[src/rtl/fm_mon_arbiter_if.sv]
// rtl/fm_mon_arbiter_if.sv - bus bundle for fm_mon_arbiter; out_ts exists only when FM_ARB_TIMESTAMP_EN is defined
interface fm_mon_arbiter_if #(
    parameter int N_SRC  = 4,
    parameter int DATA_W = 32,
    parameter int SRC_W  = (N_SRC > 2) ? $clog2(N_SRC) : 1
);
    logic [N_SRC*DATA_W-1:0] src_data;
    logic [N_SRC-1:0]        src_vld;
    logic [N_SRC-1:0]        src_mask;
    logic [DATA_W-1:0]       out_data;
    logic [SRC_W-1:0]        out_src;
    logic                    out_vld;
    logic                    out_ready;
    logic [N_SRC-1:0]        ovf_sticky;
    logic                    ovf_clr;
    logic [N_SRC-1:0]        fifo_empty;
`ifdef FM_ARB_TIMESTAMP_EN
    logic [15:0]             out_ts;
`endif

    modport master (
        output src_data, src_vld, src_mask, out_ready, ovf_clr,
        input  out_data, out_src, out_vld, ovf_sticky, fifo_empty
`ifdef FM_ARB_TIMESTAMP_EN
        , input out_ts
`endif
    );

    modport slave (
        input  src_data, src_vld, src_mask, out_ready, ovf_clr,
        output out_data, out_src, out_vld, ovf_sticky, fifo_empty
`ifdef FM_ARB_TIMESTAMP_EN
        , output out_ts
`endif
    );
endinterface

[src/rtl/fm_mon_arbiter.sv]
// rtl/fm_mon_arbiter.sv - round-robin arbiter of N_SRC fm monitor streams into one channel; FM_ARB_TIMESTAMP_EN adds 16-bit capture timestamps
module fm_mon_arbiter #(
    parameter int N_SRC      = 4,
    parameter int DATA_W     = 32,
    parameter int FIFO_DEPTH = 4
) (
    input logic            clk,
    input logic            rst,
    fm_mon_arbiter_if.slave bus
);
    localparam int SRC_W = (N_SRC > 2) ? $clog2(N_SRC) : 1;
    localparam int PTR_W = $clog2(FIFO_DEPTH);
    localparam int CNT_W = PTR_W + 1;
`ifdef FM_ARB_TIMESTAMP_EN
    localparam int TS_W    = 16;
    localparam int ENTRY_W = DATA_W + TS_W;
`else
    localparam int ENTRY_W = DATA_W;
`endif

    typedef enum logic {S_EMPTY, S_HOLD} state_t;

    state_t             state_q, state_d;
    logic [ENTRY_W-1:0] mem [N_SRC][FIFO_DEPTH];
    logic [PTR_W-1:0]   wr_ptr [N_SRC];
    logic [PTR_W-1:0]   rd_ptr [N_SRC];
    logic [CNT_W-1:0]   count  [N_SRC];
    logic [ENTRY_W-1:0] wr_entry [N_SRC];
    logic [ENTRY_W-1:0] rd_entry;
    logic [N_SRC-1:0]   full, nonempty, push, pop, ovf_set, ovf_q;
    logic [SRC_W-1:0]   last_grant, gnt_idx, out_src_q;
    logic               gnt_found, pop_en;
    logic [DATA_W-1:0]  out_data_q;
`ifdef FM_ARB_TIMESTAMP_EN
    logic [TS_W-1:0]    ts_cnt, out_ts_q;
`endif

    // FIFO status derived from the registered occupancy counts
    always_comb begin
        for (int i = 0; i < N_SRC; i++) begin
            full[i]     = (count[i] == CNT_W'(FIFO_DEPTH));
            nonempty[i] = (count[i] != '0);
        end
    end

    // Round-robin search starting just after the last granted source
    always_comb begin
        gnt_found = 1'b0;
        gnt_idx   = '0;
        for (int k = 1; k <= N_SRC; k++) begin
            if (!gnt_found && nonempty[(int'(last_grant) + k) % N_SRC]) begin
                gnt_found = 1'b1;
                gnt_idx   = SRC_W'((int'(last_grant) + k) % N_SRC);
            end
        end
    end

    // Output stage next state: load when empty, reload on transfer, freeze on stall
    always_comb begin
        state_d = state_q;
        pop_en  = 1'b0;
        case (state_q)
            S_EMPTY: begin
                if (gnt_found) begin
                    pop_en  = 1'b1;
                    state_d = S_HOLD;
                end
            end
            S_HOLD: begin
                if (bus.out_ready) begin
                    if (gnt_found) pop_en = 1'b1;
                    else           state_d = S_EMPTY;
                end
            end
            default: state_d = S_EMPTY;
        endcase
    end

    // Decode the single pop onto the granted FIFO
    always_comb begin
        for (int i = 0; i < N_SRC; i++) begin
            pop[i] = pop_en && (gnt_idx == SRC_W'(i));
        end
    end

    // Push acceptance and overflow detection; a pop frees the slot of a full FIFO this cycle
    always_comb begin
        for (int i = 0; i < N_SRC; i++) begin
            push[i]    = bus.src_vld[i] & bus.src_mask[i] & (~full[i] | pop[i]);
            ovf_set[i] = bus.src_vld[i] & bus.src_mask[i] & full[i] & ~pop[i];
`ifdef FM_ARB_TIMESTAMP_EN
            wr_entry[i] = {ts_cnt, bus.src_data[i*DATA_W +: DATA_W]};
`else
            wr_entry[i] = bus.src_data[i*DATA_W +: DATA_W];
`endif
        end
    end

    assign rd_entry = mem[gnt_idx][rd_ptr[gnt_idx]];

    // FIFO storage; contents need no reset because counts gate every read
    always_ff @(posedge clk) begin
        for (int i = 0; i < N_SRC; i++) begin
            if (push[i]) mem[i][wr_ptr[i]] <= wr_entry[i];
        end
    end

    // FIFO pointers and occupancy counts
    always_ff @(posedge clk or posedge rst) begin
        if (rst) begin
            for (int i = 0; i < N_SRC; i++) begin
                wr_ptr[i] <= '0;
                rd_ptr[i] <= '0;
                count[i]  <= '0;
            end
        end else begin
            for (int i = 0; i < N_SRC; i++) begin
                if (push[i]) wr_ptr[i] <= wr_ptr[i] + PTR_W'(1);
                if (pop[i])  rd_ptr[i] <= rd_ptr[i] + PTR_W'(1);
                if (push[i] && !pop[i])      count[i] <= count[i] + CNT_W'(1);
                else if (!push[i] && pop[i]) count[i] <= count[i] - CNT_W'(1);
            end
        end
    end

    // Output stage state and grant history; pointer starts at the top so source 0 wins first
    always_ff @(posedge clk or posedge rst) begin
        if (rst) begin
            state_q    <= S_EMPTY;
            last_grant <= SRC_W'(N_SRC - 1);
        end else begin
            state_q <= state_d;
            if (pop_en) last_grant <= gnt_idx;
        end
    end

    // Output register loads the popped entry together with its source tag
    always_ff @(posedge clk or posedge rst) begin
        if (rst) begin
            out_data_q <= '0;
            out_src_q  <= '0;
`ifdef FM_ARB_TIMESTAMP_EN
            out_ts_q   <= '0;
`endif
        end else if (pop_en) begin
            out_data_q <= rd_entry[DATA_W-1:0];
            out_src_q  <= gnt_idx;
`ifdef FM_ARB_TIMESTAMP_EN
            out_ts_q   <= rd_entry[ENTRY_W-1 -: TS_W];
`endif
        end
    end

    // Sticky overflow flags; a new overflow in the clear cycle keeps its bit set
    always_ff @(posedge clk or posedge rst) begin
        if (rst) ovf_q <= '0;
        else     ovf_q <= ovf_set | (ovf_q & ~{N_SRC{bus.ovf_clr}});
    end

`ifdef FM_ARB_TIMESTAMP_EN
    // Free-running capture counter, wraps naturally at 16 bits
    always_ff @(posedge clk or posedge rst) begin
        if (rst) ts_cnt <= '0;
        else     ts_cnt <= ts_cnt + TS_W'(1);
    end

    assign bus.out_ts = out_ts_q;
`endif

    assign bus.out_data   = out_data_q;
    assign bus.out_src    = out_src_q;
    assign bus.out_vld    = (state_q == S_HOLD);
    assign bus.ovf_sticky = ovf_q;
    assign bus.fifo_empty = ~nonempty;
endmodule
[src/flat_wrapper.sv]
// flat-port wrapper written by rule: the top's interface ports become plain ports
module fm_mon_arbiter_flat 
#(
    parameter int N_SRC      = 4,
    parameter int DATA_W     = 32,
    parameter int FIFO_DEPTH = 4
)
  (clk, rst, bus_src_data, bus_src_vld, bus_src_mask, bus_out_ready, bus_ovf_clr, bus_out_data, bus_out_src, bus_out_vld, bus_ovf_sticky, bus_fifo_empty);
  fm_mon_arbiter_if #(.N_SRC(N_SRC), .DATA_W(DATA_W)) bus_i ();
  input logic clk;
  input logic rst;
  input wire logic [$bits(bus_i.src_data)-1:0] bus_src_data;
  input wire logic [$bits(bus_i.src_vld)-1:0] bus_src_vld;
  input wire logic [$bits(bus_i.src_mask)-1:0] bus_src_mask;
  input wire logic [$bits(bus_i.out_ready)-1:0] bus_out_ready;
  input wire logic [$bits(bus_i.ovf_clr)-1:0] bus_ovf_clr;
  output wire logic [$bits(bus_i.out_data)-1:0] bus_out_data;
  output wire logic [$bits(bus_i.out_src)-1:0] bus_out_src;
  output wire logic [$bits(bus_i.out_vld)-1:0] bus_out_vld;
  output wire logic [$bits(bus_i.ovf_sticky)-1:0] bus_ovf_sticky;
  output wire logic [$bits(bus_i.fifo_empty)-1:0] bus_fifo_empty;
  assign bus_i.src_data = bus_src_data;
  assign bus_i.src_vld = bus_src_vld;
  assign bus_i.src_mask = bus_src_mask;
  assign bus_i.out_ready = bus_out_ready;
  assign bus_i.ovf_clr = bus_ovf_clr;
  assign bus_out_data = bus_i.out_data;
  assign bus_out_src = bus_i.out_src;
  assign bus_out_vld = bus_i.out_vld;
  assign bus_ovf_sticky = bus_i.ovf_sticky;
  assign bus_fifo_empty = bus_i.fifo_empty;
  fm_mon_arbiter #(.N_SRC(N_SRC), .DATA_W(DATA_W), .FIFO_DEPTH(FIFO_DEPTH)) u_core (.clk(clk), .rst(rst), .bus(bus_i));
endmodule
[config.mk]
export PLATFORM = sky130hd
export DESIGN_NAME = fm_mon_arbiter_flat
export DESIGN_NICKNAME = d
export VERILOG_FILES = /design/src/rtl/fm_mon_arbiter_if.sv /design/src/rtl/fm_mon_arbiter.sv /design/src/flat_wrapper.sv
export SDC_FILE = /design/constraint.sdc
export NUM_CORES = 1
export LEC_CHECK = 0
export CELL_PAD_IN_SITES_DETAIL_PLACEMENT = 0
export CELL_PAD_IN_SITES_GLOBAL_PLACEMENT = 1
export CORE_ASPECT_RATIO = 1.1
export CORE_MARGIN = 2
export CORE_UTILIZATION = 52
export CTS_CLUSTER_DIAMETER = 100
export CTS_CLUSTER_SIZE = 16
export DETAILED_ROUTE_END_ITERATION = 8
export PLACE_DENSITY = 0.86
export SLEW_MARGIN = 20
export SYNTH_ARGS = -nofsm -noshare
export SYNTH_HDL_FRONTEND = slang
export SYNTH_SLANG_ARGS = --single-unit
[constraint.sdc]
create_clock -name clk -period 9.7 [get_ports clk]
set_input_delay 2.425 -clock clk [delete_from_list [all_inputs] [get_ports clk]]
set_output_delay 2.425 -clock clk [all_outputs]
set_load 0.1 [all_outputs]
==> flow_summary_export.csv, run 1 <==
group,metric,value,unit
place,dp_hpwl,32200,um
grt,grt_max_degree,261,
grt,overflow,0,
synth,syn_area,0.0229,mm^2
finish,seqCellArea,0.0171,mm^2
grt,grt_pass1_vias,13983,
clock_network,cts_tree,"built",
place,placed_cells,2285,
place,place_ws,3680,ps
die,die_h,224,um
clock_network,htree_levels,2,
worst_hold_path,worstHoldEndpoint,"u_core.rd_ptr[1]",
finish,multiInputGateArea,0.00533,mm^2
finish,drive_gt1_frac,0.0526,
detailed_routing,drt-pass1-iter-count,6,
die,die_w,204,um
finish,n_fill_cell,3303,
synth,syn_area_per_cell,14.0,um^2
grt,antenna_found_initial,1,
worst_setup_path,critPathTopFamily,"simple AND/OR/NAND/NOR gates",
sta,setup_viol,0,
clock_network,cts_resized,0,
worst_setup_path,criticalPathCategory,"in2reg",
sta,period_share,0.558,
sta,maxSlewViolCount,0,
worst_setup_path,timing.rr.start,"u_core.count[2]",
detailed_routing,drtIter0Drc,1734,
worst_hold_path,hp-start,"u_core.rd_ptr[1]",
worst_setup_path,path_max_fanout,32,
synth,async_reset_ff_frac,0.119,
sta,worst_hold_slack,486,ps
synth,synth_top_flop_cell,"edfxtp_1",
worst_setup_path,cp_cell_sequence,"clkdlybuf4s50_1 -> nor2b_1 -> a31oi_1 -> nand3_1 -> a31oi_1 -> and2_2",
clock_network,ctsRootBufferMaster,"clkbuf_16",
place,io_buffers,182,
worst_setup_path,required,9880,ps
clock_network,clock_latency,570,ps
worst_setup_path,critPathSlowestCell,"and2_2",
sta,worst_slew_pin_slew,1160,ps
synth,syn_nets,1793,
worst_hold_path,holdPathStages,1,
sta,rsz0062_at_grt,"no",
synth,syn_inst,1629,
worst_setup_path,crit_path_end_kind,"flop",
synth,synth-simple-area-share,0.0694,
finish,layout.nets,1920,
detailed_routing,wl,57200,um
detailed_routing,avgViaCountPerCell,6.09,
detailed_routing,ant_nets,0,
outcome,status,"finished clean",
synth,synthMuxAreaShare,0.00334,
sta,fin_crit,5410,ps
clock_network,clock_path_buffers,3,
worst_setup_path,r2r_end,"u_core.mem[0][66]",
grt,grt_usage,0.248,
worst_setup_path,cp-start-kind,"primary input",
grt,grt_pass1_wl,84400,um
worst_setup_path,arrival,5590,ps
synth,synth_compound_area_frac,0.134,
sta,fin_skew,23.0,ps
clock_network,postCtsSetupBuffers,0,
sta,clock.fmax,185,MHz
detailed_routing,drc,0,
worst_setup_path,crit_top_cell,"a31oi_1",
die,core-area,0.0434,mm^2
synth,netlist-cell-type-count,42,
clock_network,clk_pin_slew,70,ps
finish,final_cell_mix,"512 x edfxtp_1, 304 x nand2_1, 260 x a21oi_1, 182 x clkdlybuf4s50_1, 128 x a221oi_1",
sta,timing.final.ws_setup,4290,ps
worst_setup_path,cp.buffers_inverters,1,
sta,setup_tns,0,ps
die,pin_count,183,
worst_setup_path,reg2reg_depth,7,
sta,slew_headroom,0.229,
die,die-area,0.0457,mm^2
die,rows,80,
finish,syn_to_final_growth,15.3,%
flow_run,max-cap-violations,0,
worst_setup_path,critPathMaxStageDelay,1040,ps
finish,fin_cells,2362,
synth,synth_fa_ha_area_frac,0.0144,
synth,synth_seq_cells,581,
worst_setup_path,r2r_slack,4520,ps
die,start_util,0.527,
finish,layout_commonest_cell,"edfxtp_1",
synth,synth_edf_count,512,
clock_network,cts_made_buffers,42,
place,place_congestion,0.800,
synth,yosys_warnings,0,
worst_hold_path,hold_path.class,"reg2reg",
sta,finalHoldViolations,0,
detailed_routing,vias,14395,
clock_network,hold_buffers,0,
detailed_routing,wire_per_inst,24.2,um
synth,synth_xor_area_frac,0.00919,
clock_network,cts.sinks,581,
synth,synth_seq_area_share,0.748,
synth,synth_top_family_by_area,"compound AO/OA/AOI/OAI gates",
[area by class of cell]
type,instances,area share
Sequential cell,581,0.648
Multi-Input combinational cell,919,0.202
Timing Repair Buffer,192,0.0733
Clock buffer,71,0.0440
Tap cell,574,0.0272
Inverter,20,0.00289
Clock inverter,4,0.00190
Antenna cell,1,0.0000949
[stage by stage]
| stage | util | instance area [um^2] |
|---|---|---|
| 2_1_floorplan | - | 22900 |
| 3_3_place_gp | 0.578 | 25100 |
| 3_5_place_dp | 0.578 | 25100 |
| 4_1_cts | 0.606 | 26300 |
| 5_1_grt | 0.607 | 26400 |
| 6_report | 0.607 | 26400 |
[cells in the mapped netlist, types with 2 or more instances]
| master | instances | area (um^2) |
|---|---|---|
| xnor2_1 | 16 | 140 |
| a221oi_1 | 128 | 1120 |
| o21bai_1 | 33 | 248 |
| nand4_1 | 3 | 18.8 |
| nand3_1 | 10 | 50.1 |
| o21ai_0 | 4 | 20.0 |
| a21oi_1 | 260 | 1300 |
| buf_1 | 5 | 18.8 |
| inv_1 | 19 | 71.3 |
| o211ai_1 | 33 | 248 |
| edfxtp_1 | 512 | 15400 |
| o22ai_1 | 4 | 25.0 |
| fa_1 | 4 | 80.1 |
| nor2b_1 | 2 | 12.5 |
| dfrtp_1 | 67 | 1680 |
| a31oi_1 | 3 | 18.8 |
| a31oi_2 | 2 | 25.0 |
| a21o_1 | 2 | 15.0 |
| xor2_1 | 8 | 70.1 |
| nand2_1 | 305 | 1140 |
| clkbuf_1 | 87 | 327 |
| mux2_2 | 5 | 56.3 |
| dfstp_2 | 2 | 52.6 |
| nor3_1 | 2 | 10.0 |
| ha_1 | 20 | 250 |
| nor2_1 | 43 | 161 |
| and2_1 | 17 | 106 |
| mux2i_1 | 2 | 20.0 |
| buf_2 | 17 | 85.1 |
| or3_1 | 2 | 12.5 |
[flip-flops by register name, indices dropped and copies added (netlist names)]
name / flops
u_core.last_grant: 2
u_core.bus.out_vld: 1
u_core.mem: 512
u_core.bus.out_src: 2
u_core.count: 12
u_core.bus.out_data: 32
u_core.rd_ptr: 8
u_core.bus.ovf_sticky: 4
u_core.wr_ptr: 8
[worst max path at each step]
stage,from,to,depth (start not counted)
floorplan,u_core.count[3],u_core.mem[0][0],7
CTS,bus_out_ready,u_core.mem[0][84],6
detailed placement,bus_out_ready,u_core.mem[0][67],6
global placement,bus_out_ready,u_core.mem[0][3],6
global route,bus_out_ready,u_core.mem[0][84],6
finish,bus_out_ready,u_core.mem[0][66],6
[cell families (layout without fill, tap and decap cells)]
family                   after synthesis  in the layout
AO/OA/AOI/OAI                        473            473
multiplexers                           7              7
flip-flops                           581            581
adder cells (fa/ha/maj)               24             24
XOR/XNOR                              24             24
AND/OR/NAND/NOR                      391            391
buffers and inverters                129            287
other                                  0              1
[per-layer routing]
layer / track usage / wire [um]
met1: 0.348 / 23400
met2: 0.407 / 27800
met3: 0.0294 / 4310
met4: 0.0825 / 1670
met5: 0 / 0
Power of run 1 is not shown: default switching activity piles up to over one toggle a cycle in this logic, so the estimate is an artifact.
==> run 2: changes to the inputs <==
--- a/config.mk
+++ b/config.mk
@@ -9,11 +9,11 @@
 export CELL_PAD_IN_SITES_GLOBAL_PLACEMENT = 1
 export CORE_ASPECT_RATIO = 1.1
 export CORE_MARGIN = 2
-export CORE_UTILIZATION = 52
+export CORE_UTILIZATION = 48
 export CTS_CLUSTER_DIAMETER = 100
 export CTS_CLUSTER_SIZE = 16
 export DETAILED_ROUTE_END_ITERATION = 8
-export PLACE_DENSITY = 0.86
+export PLACE_DENSITY = 0.8
 export SLEW_MARGIN = 20
 export SYNTH_ARGS = -nofsm -noshare
 export SYNTH_HDL_FRONTEND = slang
==> constraint.sdc (replaced) <==
create_clock -name clk -period 5.59 [get_ports clk]
set_input_delay 1.3975 -clock clk [delete_from_list [all_inputs] [get_ports clk]]
set_output_delay 1.3975 -clock clk [all_outputs]
set_load 0.1 [all_outputs]
==> run 2 against run 1 <==
Cell count up 3.4%. Die area increased by 8.2%. Setup slack got worse by 3100 ps. Final area is 0.84% higher. Flip-flop and latch count unchanged. Utilization down 3.9 points. Register-to-register slack got worse by 3200 ps. Global-route usage increased by 1.1 points. First-iteration DRC count rose by 0.69%. Largest cell class unchanged.
==> flow_summary_export.csv, run 2 (synthesized netlist as in run 1, its figures left out) <==
group,metric,value,unit
outcome,status,"finished clean",
sta,fin_skew,29.7,ps
sta,finalHoldViolations,0,
sta,rsz0062_at_grt,"no",
clock_network,clock_latency,600,ps
clock_network,cts_resized,0,
sta,worst_slew_pin_slew,1120,ps
worst_setup_path,r2r_slack,1300,ps
grt,overflow,0,
worst_hold_path,hold_path.class,"reg2reg",
die,pin_count,183,
clock_network,cts_made_buffers,42,
detailed_routing,avgViaCountPerCell,6.05,
sta,maxSlewViolCount,0,
finish,syn_to_final_growth,16.3,%
clock_network,postCtsSetupBuffers,0,
detailed_routing,drtIter0Drc,1746,
worst_setup_path,crit_path_end_kind,"output pin",
die,die-area,0.0494,mm^2
grt,grt_usage,0.258,
flow_run,max-cap-violations,0,
worst_setup_path,arrival,2960,ps
clock_network,ctsRootBufferMaster,"clkbuf_16",
detailed_routing,wire_per_inst,25.9,um
sta,setup_viol,0,
detailed_routing,ant_nets,0,
grt,grt_max_degree,109,
detailed_routing,vias,14770,
clock_network,htree_levels,2,
worst_setup_path,reg2reg_depth,10,
sta,slew_headroom,0.256,
place,place_congestion,0.816,
place,dp_hpwl,36500,um
sta,clock.fmax,229,MHz
worst_setup_path,required,4190,ps
finish,layout.nets,1937,
sta,setup_tns,0,ps
die,start_util,0.488,
clock_network,cts.sinks,581,
finish,layout_commonest_cell,"edfxtp_1",
detailed_routing,drc,0,
finish,multiInputGateArea,0.00533,mm^2
clock_network,clock_path_buffers,3,
die,rows,83,
die,die_w,212,um
finish,final_cell_mix,"512 x edfxtp_1, 305 x nand2_1, 260 x a21oi_1, 182 x clkdlybuf4s50_1, 128 x a221oi_1",
finish,n_fill_cell,3724,
grt,grt_pass1_vias,14859,
detailed_routing,drt-pass1-iter-count,5,
die,core-area,0.0468,mm^2
worst_setup_path,cp-start-kind,"flop",
clock_network,clk_pin_slew,80,ps
sta,period_share,0.779,
finish,largest_reg_flops,512,
clock_network,cts_tree,"built",
sta,fin_crit,4360,ps
place,io_buffers,182,
worst_setup_path,criticalPathCategory,"reg2out",
worst_hold_path,holdPathStages,1,
finish,finish.utilization,0.568,
die,die_h,233,um
grt,grt_pass1_wl,93600,um
worst_setup_path,path_max_fanout,5,
clock_network,hold_buffers,0,
grt,antenna_found_initial,2,
finish,drive_gt1_frac,0.0610,
finish,seqCellArea,0.0171,mm^2
detailed_routing,wl,63300,um
==> run 2: path summary, 6_finish.rpt <==
| check | start | endpoint |
|---|---|---|
| worst max register to register | u_core.count[2] | u_core.bus.out_data[5] |
| worst min register to register | u_core.rd_ptr[1] | u_core.rd_ptr[1] |
| min in group asynchronous | rst | u_core.bus.out_data[11] |
| worst min-delay path | u_core.rd_ptr[1] | u_core.rd_ptr[1] |
| worst max-delay path | u_core.count[5] | bus_fifo_empty[2] |
| max in group asynchronous | rst | u_core.bus.out_data[22] |
==> run 2: cell type report <==
cell class / count / share of cell area
Timing Repair Buffer: 209 / 0.0773
Clock buffer: 70 / 0.0435
Antenna cell: 2 / 0.000188
Sequential cell: 581 / 0.643
Inverter: 20 / 0.00287
Multi-Input combinational cell: 919 / 0.200
Tap cell: 637 / 0.0300
Clock inverter: 4 / 0.00296
==> run 2: per-stage QoR <==
step,instances,cell area [um^2],worst slack (ps),hold WS (ps)
after global routing,2442,26600,1050,504
after CTS,2439,26600,1240,486
after floorplan,1629,22900,307,445
after detailed placement,2365,25300,789,467
after global placement,2365,25300,868,460
final,2442,26600,1230,480
==> run 2: routing by layer <==
layer  global-route usage  part of all wire  vias up
met5                    0                 0        -
met4                0.105             0.038        0
met3               0.0343             0.072      132
met2                0.437              0.50      709
met1                0.339              0.39     7473
li1                     -                 -     6456
==> run 2: worst max-delay path, cell delays in order, from the launching register on <==
cell and delay [ps]:
dfrtp_1 430, nor3_1 670, clkdlybuf4s50_1 1270
Power of run 2 is left out for the same reason.
